**src/rtl/mc_controller_pkg.sv**
```systemverilog
// Shared encodings and decode helpers for the multicycle ARM-subset controller.
// FSM states, ALU/result/source codes, DP command decode and condition evaluation.
package mc_controller_pkg;

  typedef enum logic [3:0] {
    S_FETCH,
    S_DECODE,
    S_MEMADR,
    S_MEMRD,
    S_MEMWB,
    S_MEMWR,
    S_EXECR,
    S_EXECI,
    S_ALUWB,
    S_BRANCH
  } state_e;

  typedef enum logic [1:0] {
    ALU_ADD = 2'b00,
    ALU_SUB = 2'b01,
    ALU_AND = 2'b10,
    ALU_ORR = 2'b11
  } alu_ctl_e;

  typedef enum logic [3:0] {
    C_EQ, C_NE, C_CS, C_CC,
    C_MI, C_PL, C_VS, C_VC,
    C_HI, C_LS, C_GE, C_LT,
    C_GT, C_LE, C_AL, C_NV
  } cond_e;

  localparam logic [1:0] RES_ALUOUT = 2'b00;
  localparam logic [1:0] RES_DATA   = 2'b01;
  localparam logic [1:0] RES_ALURES = 2'b10;

  localparam logic [1:0] SRCB_WD  = 2'b00;
  localparam logic [1:0] SRCB_IMM = 2'b01;
  localparam logic [1:0] SRCB_4   = 2'b10;

  localparam logic [1:0] OP_DP    = 2'b00;
  localparam logic [1:0] OP_MEM   = 2'b01;
  localparam logic [1:0] OP_BR    = 2'b10;
  localparam logic [1:0] OP_UNDEF = 2'b11;

  localparam logic [3:0] CMD_ADD = 4'b0100;
  localparam logic [3:0] CMD_SUB = 4'b0010;
  localparam logic [3:0] CMD_CMP = 4'b1010;
  localparam logic [3:0] CMD_AND = 4'b0000;
  localparam logic [3:0] CMD_ORR = 4'b1100;

  typedef struct packed {
    alu_ctl_e ctl;
    logic     we_nz;
    logic     we_cv;
    logic     is_cmp;
  } dp_dec_t;

  function automatic dp_dec_t dp_decode(
    input logic [3:0] cmd,
    input logic       s
  );
    dp_dec_t d;
    d.ctl    = ALU_ADD;
    d.we_nz  = 1'b0;
    d.we_cv  = 1'b0;
    d.is_cmp = 1'b0;
    case (cmd)
      CMD_ADD: begin
        d.we_nz = s;
        d.we_cv = s;
      end
      CMD_SUB: begin
        d.ctl   = ALU_SUB;
        d.we_nz = s;
        d.we_cv = s;
      end
      // CMP exists only to set flags, so S is implied
      CMD_CMP: begin
        d.ctl    = ALU_SUB;
        d.we_nz  = 1'b1;
        d.we_cv  = 1'b1;
        d.is_cmp = 1'b1;
      end
      CMD_AND: begin
        d.ctl   = ALU_AND;
        d.we_nz = s;
      end
      CMD_ORR: begin
        d.ctl   = ALU_ORR;
        d.we_nz = s;
      end
      default: d.ctl = ALU_ADD;
    endcase
    return d;
  endfunction

  function automatic logic cond_eval(
    input logic [3:0] cond,
    input logic [3:0] f
  );
    logic n, z, c, v, r;
    {n, z, c, v} = f;
    case (cond_e'(cond))
      C_EQ:    r = z;
      C_NE:    r = !z;
      C_CS:    r = c;
      C_CC:    r = !c;
      C_MI:    r = n;
      C_PL:    r = !n;
      C_VS:    r = v;
      C_VC:    r = !v;
      C_HI:    r = c & !z;
      C_LS:    r = !c | z;
      C_GE:    r = (n == v);
      C_LT:    r = (n != v);
      C_GT:    r = !z & (n == v);
      C_LE:    r = z | (n != v);
      default: r = 1'b1;
    endcase
    return r;
  endfunction

endpackage

```
**src/rtl/mc_controller_if.sv**
```systemverilog
// Control bundle between the multicycle controller and the datapath.
// master: the controller side; slave: the datapath side.
interface mc_controller_if;
  logic [19:0] Instr;
  logic [3:0]  ALUFlags;
  logic        MemReady;
  logic        PCWrite;
  logic        AdrSrc;
  logic        MemWrite;
  logic        IRWrite;
  logic [1:0]  ResultSrc;
  logic        ALUSrcA;
  logic [1:0]  ALUSrcB;
  logic [1:0]  ALUControl;
  logic [1:0]  ImmSrc;
  logic [1:0]  RegSrc;
  logic        RegWrite;
  logic        Undef;

  modport master (
    input  Instr, ALUFlags, MemReady,
    output PCWrite, AdrSrc, MemWrite, IRWrite,
    output ResultSrc, ALUSrcA, ALUSrcB,
    output ALUControl, ImmSrc, RegSrc,
    output RegWrite, Undef
  );

  modport slave (
    output Instr, ALUFlags, MemReady,
    input  PCWrite, AdrSrc, MemWrite, IRWrite,
    input  ResultSrc, ALUSrcA, ALUSrcB,
    input  ALUControl, ImmSrc, RegSrc,
    input  RegWrite, Undef
  );
endinterface

```
**src/rtl/mc_controller_cond_logic.sv**
```systemverilog
// NZCV flag register with split N/Z and C/V write enables.
// Produces CondEx for the instruction's condition field from the held flags.
module mc_controller_cond_logic
  import mc_controller_pkg::*;
#(
  parameter logic [3:0] FLAGS_RESET = 4'b0000
) (
  input  logic       clk,
  input  logic       reset,
  input  logic [3:0] cond_i,
  input  logic [3:0] alu_flags_i,
  input  logic       we_nz_i,
  input  logic       we_cv_i,
  output logic       cond_ex_o
);

  logic [3:0] flags_q;

  always_ff @(posedge clk) begin
    if (reset) begin
      flags_q <= FLAGS_RESET;
    end else begin
      if (we_nz_i) flags_q[3:2] <= alu_flags_i[3:2];
      if (we_cv_i) flags_q[1:0] <= alu_flags_i[1:0];
    end
  end

  assign cond_ex_o = cond_eval(cond_i, flags_q);

endmodule

```
**src/rtl/mc_controller.sv**
```systemverilog
// Multicycle control unit: Moore FSM sequencing fetch/decode/execute/writeback.
// Outputs decode from the state and the instruction latched at DECODE.
module mc_controller
  import mc_controller_pkg::*;
#(
  parameter logic [3:0] FLAGS_RESET = 4'b0000,
  parameter bit         MEM_WAIT_EN = 1'b1
) (
  input  logic           clk,
  input  logic           reset,
  mc_controller_if.master bus
);

  state_e      state_q, state_d;
  logic [19:0] instr_q;
  logic [19:0] ins;
  logic        mem_rdy;
  logic        cond_ex;
  logic [1:0]  op;
  logic [5:0]  funct;
  logic        rd_pc;
  dp_dec_t     dp;
  logic        in_exec;
  logic        unused;

  assign mem_rdy = MEM_WAIT_EN ? bus.MemReady : 1'b1;

  // IR is fresh in DECODE; later states use our own copy
  assign ins   = (state_q == S_DECODE) ? bus.Instr : instr_q;
  assign op    = ins[15:14];
  assign funct = ins[13:8];
  assign rd_pc = (ins[3:0] == 4'hF);
  assign dp    = dp_decode(funct[4:1], funct[0]);
  assign unused = ^ins[7:4];

  assign in_exec = (state_q == S_EXECR) ||
                   (state_q == S_EXECI);

  mc_controller_cond_logic #(
    .FLAGS_RESET (FLAGS_RESET)
  ) u_cond_logic (
    .clk         (clk),
    .reset       (reset),
    .cond_i      (ins[19:16]),
    .alu_flags_i (bus.ALUFlags),
    .we_nz_i     (in_exec && dp.we_nz),
    .we_cv_i     (in_exec && dp.we_cv),
    .cond_ex_o   (cond_ex)
  );

  always_comb begin
    state_d = state_q;
    unique case (state_q)
      S_FETCH:  if (mem_rdy) state_d = S_DECODE;
      S_DECODE: begin
        if (!cond_ex) begin
          state_d = S_FETCH;
        end else begin
          unique case (op)
            OP_DP:  state_d = funct[5] ? S_EXECI
                                       : S_EXECR;
            OP_MEM: state_d = S_MEMADR;
            OP_BR:  state_d = S_BRANCH;
            default: state_d = S_FETCH;
          endcase
        end
      end
      S_MEMADR: state_d = funct[0] ? S_MEMRD
                                   : S_MEMWR;
      S_MEMRD:  if (mem_rdy) state_d = S_MEMWB;
      S_MEMWR:  if (mem_rdy) state_d = S_FETCH;
      S_EXECR,
      S_EXECI:  state_d = S_ALUWB;
      default:  state_d = S_FETCH;
    endcase
  end

  always_ff @(posedge clk) begin
    if (reset) begin
      state_q <= S_FETCH;
      instr_q <= '0;
    end else begin
      state_q <= state_d;
      if (state_q == S_DECODE) instr_q <= bus.Instr;
    end
  end

  logic       pcw, adr, mw, irw, rw, und, srca;
  logic [1:0] res, srcb;
  alu_ctl_e   alu;

  always_comb begin
    pcw  = 1'b0;
    adr  = 1'b0;
    mw   = 1'b0;
    irw  = 1'b0;
    rw   = 1'b0;
    und  = 1'b0;
    srca = 1'b0;
    res  = RES_ALUOUT;
    srcb = SRCB_WD;
    alu  = ALU_ADD;
    unique case (state_q)
      S_FETCH: begin
        srca = 1'b1;
        srcb = SRCB_4;
        res  = RES_ALURES;
        irw  = mem_rdy;
        pcw  = mem_rdy;
      end
      S_DECODE: begin
        srca = 1'b1;
        srcb = SRCB_4;
        res  = RES_ALURES;
        und  = cond_ex && (op == OP_UNDEF);
      end
      S_MEMADR: srcb = SRCB_IMM;
      S_MEMRD:  adr  = 1'b1;
      S_MEMWB: begin
        res = RES_DATA;
        rw  = 1'b1;
        pcw = rd_pc;
      end
      S_MEMWR: begin
        adr = 1'b1;
        mw  = 1'b1;
      end
      S_EXECR:  alu = dp.ctl;
      S_EXECI: begin
        srcb = SRCB_IMM;
        alu  = dp.ctl;
      end
      S_ALUWB: begin
        alu = dp.ctl;
        rw  = !dp.is_cmp;
        pcw = rd_pc && !dp.is_cmp;
      end
      S_BRANCH: begin
        srcb = SRCB_IMM;
        res  = RES_ALURES;
        pcw  = 1'b1;
      end
      default: ;
    endcase
  end

  assign bus.PCWrite    = pcw & ~reset;
  assign bus.MemWrite   = mw  & ~reset;
  assign bus.IRWrite    = irw & ~reset;
  assign bus.RegWrite   = rw  & ~reset;
  assign bus.Undef      = und & ~reset;
  assign bus.AdrSrc     = adr;
  assign bus.ResultSrc  = res;
  assign bus.ALUSrcA    = srca;
  assign bus.ALUSrcB    = srcb;
  assign bus.ALUControl = alu;
  assign bus.ImmSrc     = op;
  assign bus.RegSrc     = {op == OP_MEM, op == OP_BR};

endmodule

```
**src/flat_wrapper.sv**
```systemverilog
// flat-port wrapper written by rule: the top's interface ports become plain ports
module mc_controller_flat import mc_controller_pkg::*;
#(
  parameter logic [3:0] FLAGS_RESET = 4'b0000,
  parameter bit         MEM_WAIT_EN = 1'b1
)
  (clk, reset, bus_Instr, bus_ALUFlags, bus_MemReady, bus_PCWrite, bus_AdrSrc, bus_MemWrite, bus_IRWrite, bus_ResultSrc, bus_ALUSrcA, bus_ALUSrcB, bus_ALUControl, bus_ImmSrc, bus_RegSrc, bus_RegWrite, bus_Undef);
  mc_controller_if bus_i ();
  input  logic clk;
  input  logic reset;
  input wire logic [$bits(bus_i.Instr)-1:0] bus_Instr;
  input wire logic [$bits(bus_i.ALUFlags)-1:0] bus_ALUFlags;
  input wire logic [$bits(bus_i.MemReady)-1:0] bus_MemReady;
  output wire logic [$bits(bus_i.PCWrite)-1:0] bus_PCWrite;
  output wire logic [$bits(bus_i.AdrSrc)-1:0] bus_AdrSrc;
  output wire logic [$bits(bus_i.MemWrite)-1:0] bus_MemWrite;
  output wire logic [$bits(bus_i.IRWrite)-1:0] bus_IRWrite;
  output wire logic [$bits(bus_i.ResultSrc)-1:0] bus_ResultSrc;
  output wire logic [$bits(bus_i.ALUSrcA)-1:0] bus_ALUSrcA;
  output wire logic [$bits(bus_i.ALUSrcB)-1:0] bus_ALUSrcB;
  output wire logic [$bits(bus_i.ALUControl)-1:0] bus_ALUControl;
  output wire logic [$bits(bus_i.ImmSrc)-1:0] bus_ImmSrc;
  output wire logic [$bits(bus_i.RegSrc)-1:0] bus_RegSrc;
  output wire logic [$bits(bus_i.RegWrite)-1:0] bus_RegWrite;
  output wire logic [$bits(bus_i.Undef)-1:0] bus_Undef;
  assign bus_i.Instr = bus_Instr;
  assign bus_i.ALUFlags = bus_ALUFlags;
  assign bus_i.MemReady = bus_MemReady;
  assign bus_PCWrite = bus_i.PCWrite;
  assign bus_AdrSrc = bus_i.AdrSrc;
  assign bus_MemWrite = bus_i.MemWrite;
  assign bus_IRWrite = bus_i.IRWrite;
  assign bus_ResultSrc = bus_i.ResultSrc;
  assign bus_ALUSrcA = bus_i.ALUSrcA;
  assign bus_ALUSrcB = bus_i.ALUSrcB;
  assign bus_ALUControl = bus_i.ALUControl;
  assign bus_ImmSrc = bus_i.ImmSrc;
  assign bus_RegSrc = bus_i.RegSrc;
  assign bus_RegWrite = bus_i.RegWrite;
  assign bus_Undef = bus_i.Undef;
  mc_controller #(.FLAGS_RESET(FLAGS_RESET), .MEM_WAIT_EN(MEM_WAIT_EN)) u_core (.clk(clk), .reset(reset), .bus(bus_i));
endmodule
```
**config.mk**
```make
export PLATFORM = sky130hd
export DESIGN_NAME = mc_controller_flat
export DESIGN_NICKNAME = d
export VERILOG_FILES = /design/src/rtl/mc_controller_pkg.sv /design/src/rtl/mc_controller_if.sv /design/src/rtl/mc_controller_cond_logic.sv /design/src/rtl/mc_controller.sv /design/src/flat_wrapper.sv
export SDC_FILE = /design/constraint.sdc
export NUM_CORES = 1
export LEC_CHECK = 0
export CORE_MARGIN = 2
export CORE_UTILIZATION = 25
export CTS_CLUSTER_DIAMETER = 40
export DETAILED_ROUTE_END_ITERATION = 7
export HOLD_SLACK_MARGIN = 0.06
export MAX_ROUTING_LAYER = met4
export PLACE_DENSITY_LB_ADDON = 0.08
export SLEW_MARGIN = 20
export SYNTH_ARGS = -nofsm -noshare
export SYNTH_HDL_FRONTEND = slang
export SYNTH_SLANG_ARGS = --single-unit
```
**constraint.sdc**
```tcl
create_clock -name clk -period 2.8 [get_ports clk]
set_clock_uncertainty 0.15 [all_clocks]
set_input_delay 0.84 -clock clk [delete_from_list [all_inputs] [get_ports clk]]
set_output_delay 0.84 -clock clk [all_outputs]
set_load 0.05 [all_outputs]
```
==> implementation parameters, run 1 <==
Parameter                              Value

Cells and area
  FF+latch area ... 461.7 um^2
  Area of combinational cells with multiple inputs ... around 1100 um^2
  Fin area ... 2630 um^2
  Antenna Cells ... 0
  Share of final-layout standard cells stronger than drive strength 1 ... between 40% and 50%
  NumNets Final ... 285
  Signed area change from the synthesized netlist to the final layout ... 83.10%
  Share of the core filled with cells ... a little under half
  Filler Cells Inserted ... ~540

Power and ir drop
  Peak supply drop ... 232.2 uV
  Leakage power summed over all cells ... 1.033 nW
  Portion of total power attributed to sequential cells ... about 34%
  Power per cell area ... between 300 and 400 nW/um^2
  Switching pwr ... around 0.36 mW
  Switching Share ... between 30% and 40%
  Relative contribution of the clock network to total power ... 20.1%
  Part of the power in combinational logic ... between 40% and 50%
  Internal power contribution ... just under 0.7 mW

Timing
  Achievable Freq ... 302.6 MHz
  Final worst path period share ... 118.0%
  Final setup violation count ... 5
  Count of pins over their slew limit ... 0
  Tmin final ... roughly 3.3 ns
  Post-route worst setup slack ... -0.5045 ns
  Worst slew slack as a fraction of its limit ... 75.15%
  Unrepaired setup endpoints after global routing ... true
  Number of hold violations in the final report ... 0
  Pin slew with the least headroom to its limit ... 0.3705 ns
  Worst Hold Slack ... 0.3110 ns
  Aggregate negative setup slack ... -2.129 ns

Logic synthesis
  Number of warnings reported in the yosys synthesis log ... 0
  Most used flip-flop cell after synthesis ... dfxtp_1
  Async set-reset flop share out of synthesis ... 0%
  Post-Syn Instances ... around 180
  Largest area contributor in the netlist ... dfxtp_1
  Number of flops mapped to enable cells by yosys ... 0
  Part of the Yosys area used for sequential elements ... between 30% and 40%
  Number of distinct library cell variants in the gate-level netlist after synthesis ... between 40 and 50
  Yosys reg bits ... 23
  Net count of the mapped netlist ... 211
  Synthesized cell area ... between 1000 and 1500 um^2
  Synthesized area per cell ... about 7.8 um^2
  Fraction of synthesized cell area taken by the top area cell type ... around a third
  Leading cell types by total area after synthesis ... dfxtp_1, mux2i_1, nor2_1

Clocking
  Reg clk slew, reported paths ... ~0.09 ns
  Clock latency reported for the late side of the worst-skew pair ... around 0.26 ns
  Worst-case clock buffer depth ... 2
  CTS buffer count ... 3
  Hold buffer count at cts ... 0
  CTS tree ... done
  Sinks on the clock net ... 23
  Clock Tree Root ... clkbuf_8
  H-tree level count ... 1

Placed design
  Cell area after placement ... around 2300 um^2
  RePlAce Congestion ... 0.8747
  Number of buffers added on ports ... 39
  HPWL after detailed placement ... 3.037 mm

Run status
  Status ... finished with violations
  Violations in the final reports ... setup timing

Run
  Max-cap viol count ... 0

Route
  Routed wirelength normalized by instance count ... ~13 um
  Final WL ... about 4.2 mm
  Detailed Routing Iterations Pass 1 ... 4
  DR vias ... between 1000 and 1500
  DRT iter0 DRCs ... 64
  Vias per std cell ... approximately 4.6
  Detail Route Antenna Nets ... 0
  Number of design rule violations left after detail routing ... 0

Die
  Core Region ... ~5500 um^2
  Number of I/O pins ... 44
  Starting Density ... 25.93%
  DIE AREA ... between 6000 and 7000 um^2
  Chip Width ... around 80 um
  Number of placement rows ... 27
  Height of the chip ... 79.80 um

Critical path
  Critical-path maximum fanout ... 3
  Count of cells along the worst register-to-register path ... 13
  Beginning of the worst register-to-register path ... u_core.state_q[1]
  Reg-to-Reg End ... u_core.u_cond_logic.flags_q[2]
  Setup slack on the worst flop-to-flop path ... about 0.17 ns
  Category of the worst setup path launch point ... register
  Worst Setup End Kind ... output pin
  Data arrival at the endpoint of the critical path ... approximately 2.3 ns
  Type of the setup path with the least slack ... register to output pin
  Worst EP required ... 1.81 ns

Worst hold path
  Hold WC Path Type ... register to register
  Min-delay src ... u_core.instr_q[0]
  Hold Path Depth ... 2
  Sink of the worst hold path ... u_core.instr_q[0]

GRT
  Overall fraction of global-route tracks in use ... about 14%
  Largest net degree at the start of global routing ... 26
  Number of antenna violations at the first check in global routing ... 0
  Number of global-route vias before repair ... 1558
  Total congestion overflow after global routing ... 0
  First-pass GRT wire length ... between 6 and 7 mm
[power by group through the flow]
stage	clock, mW	sequential, mW	combinational, mW
CTS	0.221	0.360	0.470
finish	0.211	0.359	0.480
global route	0.235	0.362	0.513
global placement	0	0.364	0.390
floorplan	0	0.363	0.234
detailed placement	0	0.365	0.394
[cells in the final DEF (no fill, tap or decap), drive strengths merged, types with 2 or more instances in the layout]
cell           Yosys  layout
or3                2       2
a21oi             11      11
o211ai             2       2
o22ai              4       4
and3               2       2
mux2i             16      16
clkbuf             6       3
and2               2       2
or2                2       2
dlygate4sd2        0       9
nor2              23      23
nand2b            13      13
nor4               3       3
dfxtp             23      23
clkdlybuf4s50      0      13
o21ai             10      10
buf                6      59
or3b               2       2
xnor2              2       2
nor4b              2       2
inv                7       7
nand2             20      20
nor3              12      12
[synth_stat cells, types with 2 or more instances]
library cell  number
mux2i_1           15
and3_1             2
nor3_1            12
nand2_1           20
a21oi_1           11
buf_6              2
inv_1              7
o22ai_1            3
nor2_1            23
clkbuf_1           6
nand2b_1          13
o21ai_0            9
or3b_2             2
xnor2_1            2
buf_4              2
and2_1             2
dfxtp_1           23
nor4_1             3
or3_1              2
[state kept, by name, indices dropped and copies added (netlist names)]
signal,cells
u_core.instr_q,15
u_core.state_q,4
u_core.u_cond_logic.flags_q,4
[routing by layer]
metal | GRT usage (%) | vias up | wire length [um]
li1 | - | 784 | -
met1 | 17.93 | 678 | 1936
met2 | 23.19 | 32 | 2015
met3 | 2.149 | 4 | 180
met4 | 3.051 | 0 | 32
met5 | - | - | 0
[final cells by class]
type                            instances  share of cell area, %
Clock inverter                          1                 0.1903
Tap cell                               72                  3.425
Timing Repair Buffer                   81                  33.21
Inverter                                7                 0.9990
Clock buffer                            3                  1.570
Multi-Input combinational cell        142                  43.05
Sequential cell                        23                  17.55
[repair_timing]
item | in CTS | in global routing
setup buffers | 14 | 2
hold endpoints to repair | 0 | 0
gates resized for setup | 40 | 2
pin swaps | 9 | 5
setup endpoints to repair | 12 | 10
[per-stage QoR]
stage / setup WS [ns] / cells / power [mW]
after floorplan: -0.2196 / 184 / 0.5976
after global placement: -0.6971 / 310 / 0.7543
after detailed placement: -0.7502 / 310 / 0.7593
after CTS: -0.5213 / 327 / 1.051
after global routing: -0.6341 / 329 / 1.110
final: -0.5045 / 329 / 1.050
[kinds of logic after synthesis]
| logic type | count (synthesis) | synth area share, % |
|---|---|---|
| AOI/OAI and AO/OA | 34 | 15.68 |
| xor gates and xnor gates | 3 | 1.830 |
| buffers and inverters | 19 | 6.619 |
| DFF | 23 | 32.06 |
| muxes | 17 | 12.19 |
| and+or+nand+nor | 88 | 31.62 |
[critical path, cell delays in order, from the launching register on]
cell      delay (ns)
dfxtp_2         0.34
nor4b_4         0.30
buf_6           0.18
mux2i_4         0.28
mux2i_2         0.11
buf_4           0.15
a221oi_4        0.30
o22ai_4         0.13
nor2_4          0.12
buf_12          0.14
[worst max-delay path by stage]
| stage | to | cells after the start | startpoint | slack (ns) |
|---|---|---|---|---|
| after floorplan | bus_Undef | 8 | u_core.state_q[1] | -0.22 |
| after global routing | bus_Undef | 9 | u_core.state_q[1] | -0.63 |
| after detailed placement | bus_Undef | 7 | bus_Instr[17] | -0.75 |
| final | bus_Undef | 9 | u_core.state_q[1] | -0.50 |
| after CTS | bus_Undef | 9 | u_core.state_q[1] | -0.52 |
| after global placement | bus_Undef | 7 | bus_Instr[17] | -0.70 |
Note: power is estimated with default switching activity, not from simulation.
==> run 2: changes to the inputs <==
- SLEW_MARGIN: 20 -> 10
==> results of run 2 <==
Final layout, timing and power as in run 1 (identical DEF).
